`config.mk`:
```
export PLATFORM = sky130hd
export DESIGN_NAME = mod_counter
export DESIGN_NICKNAME = d
export VERILOG_FILES = /design/src/rtl/cnt_pkg.sv /design/src/rtl/mod_counter.sv
export SDC_FILE = /design/constraint.sdc
export NUM_CORES = 1
export LEC_CHECK = 0
export ABC_AREA = 1
export CELL_PAD_IN_SITES_DETAIL_PLACEMENT = 1
export CELL_PAD_IN_SITES_GLOBAL_PLACEMENT = 1
export CORE_MARGIN = 4
export CORE_UTILIZATION = 25
export DETAILED_ROUTE_END_ITERATION = 16
export PLACE_DENSITY_LB_ADDON = 0.2
export REMOVE_ABC_BUFFERS = 1
export SLEW_MARGIN = 20
export SYNTH_ARGS = -nofsm -noshare
export SYNTH_HDL_FRONTEND = slang
export SYNTH_SLANG_ARGS = --single-unit
export TNS_END_PERCENT = 1
```
`constraint.sdc`:
```
create_clock -name clk -period 1.6 [get_ports clk]
set_clock_uncertainty 0.2 [all_clocks]
set_input_delay 0.4 -clock clk [delete_from_list [all_inputs] [get_ports clk]]
set_output_delay 0.4 -clock clk [all_outputs]
set_load 0.005 [all_outputs]
```
`src/rtl/cnt_pkg.sv`:
```
// Shared constants and helpers for the modulo counter family.
// Mode/direction encodings plus a width-sizing helper.
package cnt_pkg;

  localparam int SAT_WRAP = 0;
  localparam int SAT_HOLD = 1;

  localparam logic DIR_DOWN = 1'b0;
  localparam logic DIR_UP   = 1'b1;

  typedef enum logic [1:0] {
    OP_HOLD,
    OP_CLR,
    OP_LOAD,
    OP_STEP
  } op_e;

  // Bits needed to hold 0..m-1, never less than one.
  function automatic int clog2_mod(input longint m);
    int w;
    w = 1;
    for (int i = 1; i < 63; i++) begin
      if ((64'sd1 <<< i) < m) w = i + 1;
    end
    return w;
  endfunction

endpackage

```
`src/rtl/mod_counter.sv`:
```
// Parametrised modulo-N up/down counter with load, clear,
// wrap/saturate modes and a combinational cascade carry.
module mod_counter
  import cnt_pkg::*;
#(
  parameter int WIDTH    = 4,
  parameter int MODULUS  = 10,
  parameter int SATURATE = 0
) (
  input  logic             clk,
  input  logic             rst,
  input  logic             clr,
  input  logic             load,
  input  logic [WIDTH-1:0] load_val,
  input  logic             en,
  input  logic             up,
  output logic [WIDTH-1:0] count,
  output logic             tc,
  output logic             wrapped,
  output logic             sat
);

  localparam longint SPAN = 64'sd1 <<< WIDTH;

  if (WIDTH < 1 || MODULUS < 2 || longint'(MODULUS) > SPAN) begin : g_bad
    $error("mod_counter: illegal WIDTH/MODULUS");
  end

  localparam logic [WIDTH-1:0] LAST = WIDTH'(MODULUS - 1);

  op_e              op;
  logic             at_lim;
  logic [WIDTH-1:0] count_d;
  logic             wrapped_d;
  logic             sat_d;

  always_comb begin
    op = OP_HOLD;
    if (clr)       op = OP_CLR;
    else if (load) op = OP_LOAD;
    else if (en)   op = OP_STEP;
  end

  assign at_lim = (up == DIR_UP) ? (count == LAST)
                                 : (count == '0);

  assign tc = en & ~clr & ~load & at_lim;

  always_comb begin
    count_d   = count;
    wrapped_d = 1'b0;
    sat_d     = sat;
    unique case (op)
      OP_CLR: begin
        count_d = '0;
        sat_d   = 1'b0;
      end
      OP_LOAD: begin
        count_d = (load_val > LAST) ? LAST : load_val;
        sat_d   = 1'b0;
      end
      OP_STEP: begin
        if (at_lim) begin
          if (SATURATE == SAT_HOLD) begin
            sat_d = 1'b1;
          end else begin
            count_d   = (up == DIR_UP) ? '0 : LAST;
            wrapped_d = 1'b1;
          end
        end else begin
          // Off the limit, so neither step can leave 0..LAST.
          count_d = (up == DIR_UP) ? count + WIDTH'(1)
                                   : count - WIDTH'(1);
          sat_d   = 1'b0;
        end
      end
      default: ;
    endcase
  end

  always_ff @(posedge clk or negedge rst) begin
    if (!rst) begin
      count   <= '0;
      wrapped <= 1'b0;
      sat     <= 1'b0;
    end else begin
      count   <= count_d;
      wrapped <= wrapped_d;
      sat     <= sat_d;
    end
  end

endmodule

```
* Word level (Yosys, flattened, before mapping)
Cells that the tools add are included.
Cells by class: bitwise operators 5, equality and inequality tests 5, reductions and logical operators 5, order comparisons 1, mux-type cells 13, add/sub/neg operators 2
Operators by type and width (number):
- $mux 4 | 4
- $pmux 4 s3 | 1
- $mux 2 | 3
- $add 4x1->4 const B | 1
- $eq 2x2->1 const B | 2
- $eq 4x4->1 const B | 1
- $gt 4x4->1 const B | 1
- $logic_not 4->1 | 1
- $mux 1 | 4
- $sub 4x1->4 const B | 1
- $and 1x1->1 | 3
- $reduce_bool 3->1 | 1
- $eq 2x1->1 const B | 1
- $ne 2x2->1 const B | 1
- $not 1->1 | 2
- $pmux 1 s2 | 1
- $reduce_and 2->1 | 1
- $reduce_bool 2->1 | 1
- $reduce_or 2->1 | 1
Storage, ports and cells: bits in registers 6, word-level logic and storage cells 34, output and inout port bits 7

* Longest topological paths before layout
depth after elaboration 7, mapped depth 9

* Worst setup path after synthesis
No wires, ideal clock.
path type input -> register, start in up, end reg count[3], data arrival time 1181 ps, path slack 103 ps, library setup time 117 ps, path buffers 0, stages 7, cells stage by stage inv_1 ha_1 or2_1 nand3_1 nand3_2 nand2_1 nand2_1
Between the ends: longest elaborated chain between the ends 3, elaborated cells between the ends (all ways) 5, those cells by class 5 x mux
Ends and longest elaborated chain:
- start: declaration | line mod_counter.sv:16 | input logic up,
- $mux 4 (tied with other cells) | line mod_counter.sv:72 | count_d = (up == DIR_UP) ? count + WIDTH'(1)
- $mux 4 * | line mod_counter.sv:63 | if (at_lim) begin
- $pmux 4 s3 * | line mod_counter.sv:53 | unique case (op)
- end signal: assignment | line mod_counter.sv:87 | count <= count_d;
- end: declaration | line mod_counter.sv:17 | output logic [WIDTH-1:0] count,
Every way passes the cells marked *; elsewhere a longest branch is shown, timed or not. A chain may end at the register's enable or synchronous reset.

* Worst setup path in the final report
start reg count[0], end out tc
Between the ends: longest elaborated chain between the ends 3, elaborated cells between the ends (all ways) 4, those cells by class 1 x eq/ne; 1 x mux; 1 x bitwise; 1 x reduce/logical
Ends and longest elaborated chain:
- $eq 4x4->1 or $logic_not 4->1 (tied branches) | line mod_counter.sv:44, mod_counter.sv:45
- $mux 1 * | line mod_counter.sv:44 | assign at_lim = (up == DIR_UP) ? (count == LAST)
- $and 1x1->1 * | line mod_counter.sv:47 | assign tc = en & ~clr & ~load & at_lim;
- end: declaration | line mod_counter.sv:18 | output logic tc,
Marks and branches as above.

==> reports/metrics.yaml <==
pwr:
  vdd_drop_max_uv: 400.4
  pwr-share-seq_pct: 29.1
  cellInternalPower_uw: 348.9
  switchingPower_uw: 150.8
  clock_power_share_pct: 27.9
  power_density_mw_per_mm2: 656.8
  switching_share_pct: 30.17
  power_leakage_nw: 0.4231
  combPwrFrac_pct: 43.0
placed_design:
  numPortBuffers: 15
  dpl_cell_area_um2: 694.4
  hpwl_um: 1081
  gp_congestion: 0.7157
outcome:
  violations: "negative setup slack"
  status: "finished, violations left"
detailed_routing:
  drcViolationCount: 0
  drt-pass1-iter-count: 3
  routedWlPerCell_um: 11.20
  drt_iter0_markers: 4
  vias_per_cell: 4.471
  wl_um: 1333
  vias: 532
  antenna_left: 0
synth:
  synth-edff-count: 0
  ys_warn_count: 0
  syn_area_per_cell_um2: 6.578
  seq_area_frac_synth_pct: 28.82
  synthDistinctLibCells: 18
  synth_ff_type: "dfrtp_1"
  ys_async_sr_fraction_pct: 100.0
  synthesis.area_um2: 434.2
  synthCells: 66
  ys_ff_latch: 5
setup_path:
  worstPathRequired_ns: 1.00
  arrival_ns: 1.18
  crit_path_end: "tc"
  start_kind: "register"
  reg2reg_from: "count[0]"
  critPathKind: "reg2out"
  reg2reg_slack_ns: -0.07
  critical_path_peak_fanout: 3
  r2r_cells: 8
  cp-end-kind: "output pin"
  startpoint: "count[0]"
  r2r_end: "count[2]"
sta:
  setup_violations: 6
  post-route-period-util_pct: 111.0
  final.setup.worst_slack_ns: -0.1753
  final_hold_viol_count: 0
  min_period_ns: 1.775
  fmax_mhz: 563.3
  hold_slack_ns: 0.1757
  drv_slew: 0
  grt_setup_unrepaired: "yes"
cells_and_area:
  area_growth_pct: 75.22
  fill_cells: 217
  final_nets: 117
  final_layout_size_suffix_gt1_share_pct: 32.04
  num_antenna_cells: 0
  multiInputGateArea_um2: 269.0
  finish.utilization_pct: 48.25
  register_area_um2: 125.1
  stdcell_area_um2: 760.7
global_routing:
  antenna_found_initial: 0
  grt_pass1_vias: 549
  track_usage_pct: 11.64
  grt_max_degree: 6
  grt_pass1_wl_um: 2242
  grt_overflow: 0
clock_tree:
  cts_made_buffers: 3
  clk_latency_ns: 0.23
  h-tree-depth: 1
  clockRootBuffer: "clkbuf_4"
  path_clk_slew_ns: 0.04
  cts_sinks: 5
  cts_tree: "yes"
  cts.path.max_buffers: 2
die:
  start_util_pct: 27.54
  chipHeight_um: 49.68
  floorplan.rows: 14
  core_area_mm2: 0.001577
  die_x_um: 49.68
  dieArea_mm2: 0.002468
  io_pins: 17
flow_run:
  cap_violations: 0
worst_hold_path:
  hp-class: "in2async"
-- synthesized netlist by cell type (all sizes together) (2+ instances only) --
cell type	number	area share [%]
inv	10	8.6
nand2	20	18
dfrtp	5	29
nor2	13	12
o21ai	2	2.3
ha	2	5.8
nand3	6	8.1
o211ai	2	3.5
-- cells by family after synthesis --
| kind of cell | synth area share, % |
|---|---|
| buffers and inverters | 10.37 |
| AO/OA/AOI/OAI | 7.205 |
| XOR/XNOR | 2.018 |
| AND/OR/NAND/NOR | 40.34 |
| adder cells (fa/ha/maj) | 10.37 |
| other | 0.8637 |
| flip-flops | 28.82 |
-- metal layers --
layer | GRT usage [%] | vias to the layer above | share of wire (%)
li1 | - | 279 | -
met1 | 12.66 | 244 | 41
met2 | 22.03 | 9 | 56
met3 | 1.205 | 0 | 3.2
met4 | 5.530 | 0 | 0
met5 | 0 | - | 0
-- registers in the layout (all words and copies together) (netlist names) --
signal   flops
count        4
wrapped      1
-- metrics by stage --
stage               std cells  worst slack [ns]  setup TNS (ns)  total power [mW]
floorplan                  65            0.1026               0            0.2286
global placement          109           -0.7938          -2.872            0.3391
detailed placement        109           -0.8103          -2.968            0.3428
CTS                       117           -0.1734         -0.4763            0.4967
global route              119           -0.2588         -0.8923            0.5384
finish                    119           -0.1753         -0.3910            0.4997
-- power by group through the flow --
stage,sequential [mW],combinational [mW],clock [mW]
2_1_floorplan,0.152,0.0770,0
3_3_place_gp,0.148,0.191,0
3_5_place_dp,0.148,0.195,0
4_1_cts,0.144,0.206,0.146
5_1_grt,0.147,0.239,0.152
6_report,0.145,0.215,0.140
-- layout by cell type (no fill, tap or decap), drive strengths merged --
cell type / count
buf: 21
nand2: 20
nor2: 13
inv: 10
clkdlybuf4s50: 6
nand3: 6
clkbuf: 6
dfrtp: 5
dlygate4sd2: 3
o21ai: 2
o211ai: 2
ha: 2
clkdlybuf4s15: 2
xor2: 1
or2: 1
a31oi: 1
fa: 1
conb: 1
-- how the worst min path moves through the flow --
stage                to      from  cells after the start
2_1_floorplan  count[0]       rst                      0
3_3_place_gp   count[2]  count[2]                      3
3_5_place_dp   count[2]  count[2]                      3
4_1_cts        count[0]       rst                      1
5_1_grt         wrapped       rst                      1
6_report       count[0]       rst                      1
-- worst max-delay path, stage by stage, from the launching register on --
cell and delay [ns]:
dfrtp_1 0.37, buf_4 0.15, inv_2 0.05, nand2_1 0.05
nand2_1 0.07, nand2_2 0.05, nor2_1 0.09, buf_2 0.12
-- cell type report --
| type | instances | share of cell area [%] |
|---|---|---|
| timing repair buffer | 34 | 37.17 |
| multi-input combinational | 50 | 35.36 |
| sequential | 5 | 16.45 |
| inverter | 10 | 4.934 |
| clock buffer | 4 | 3.454 |
| tap | 16 | 2.632 |
-- repair_timing --
action,4_1_cts,5_1_grt
endpoints found under the setup margin,9,7
hold buffers,0,0
gates resized for setup,18,5
pin swaps,3,2
setup buffers,4,2
No activity file was read; power rests on OpenSTA's default activity.
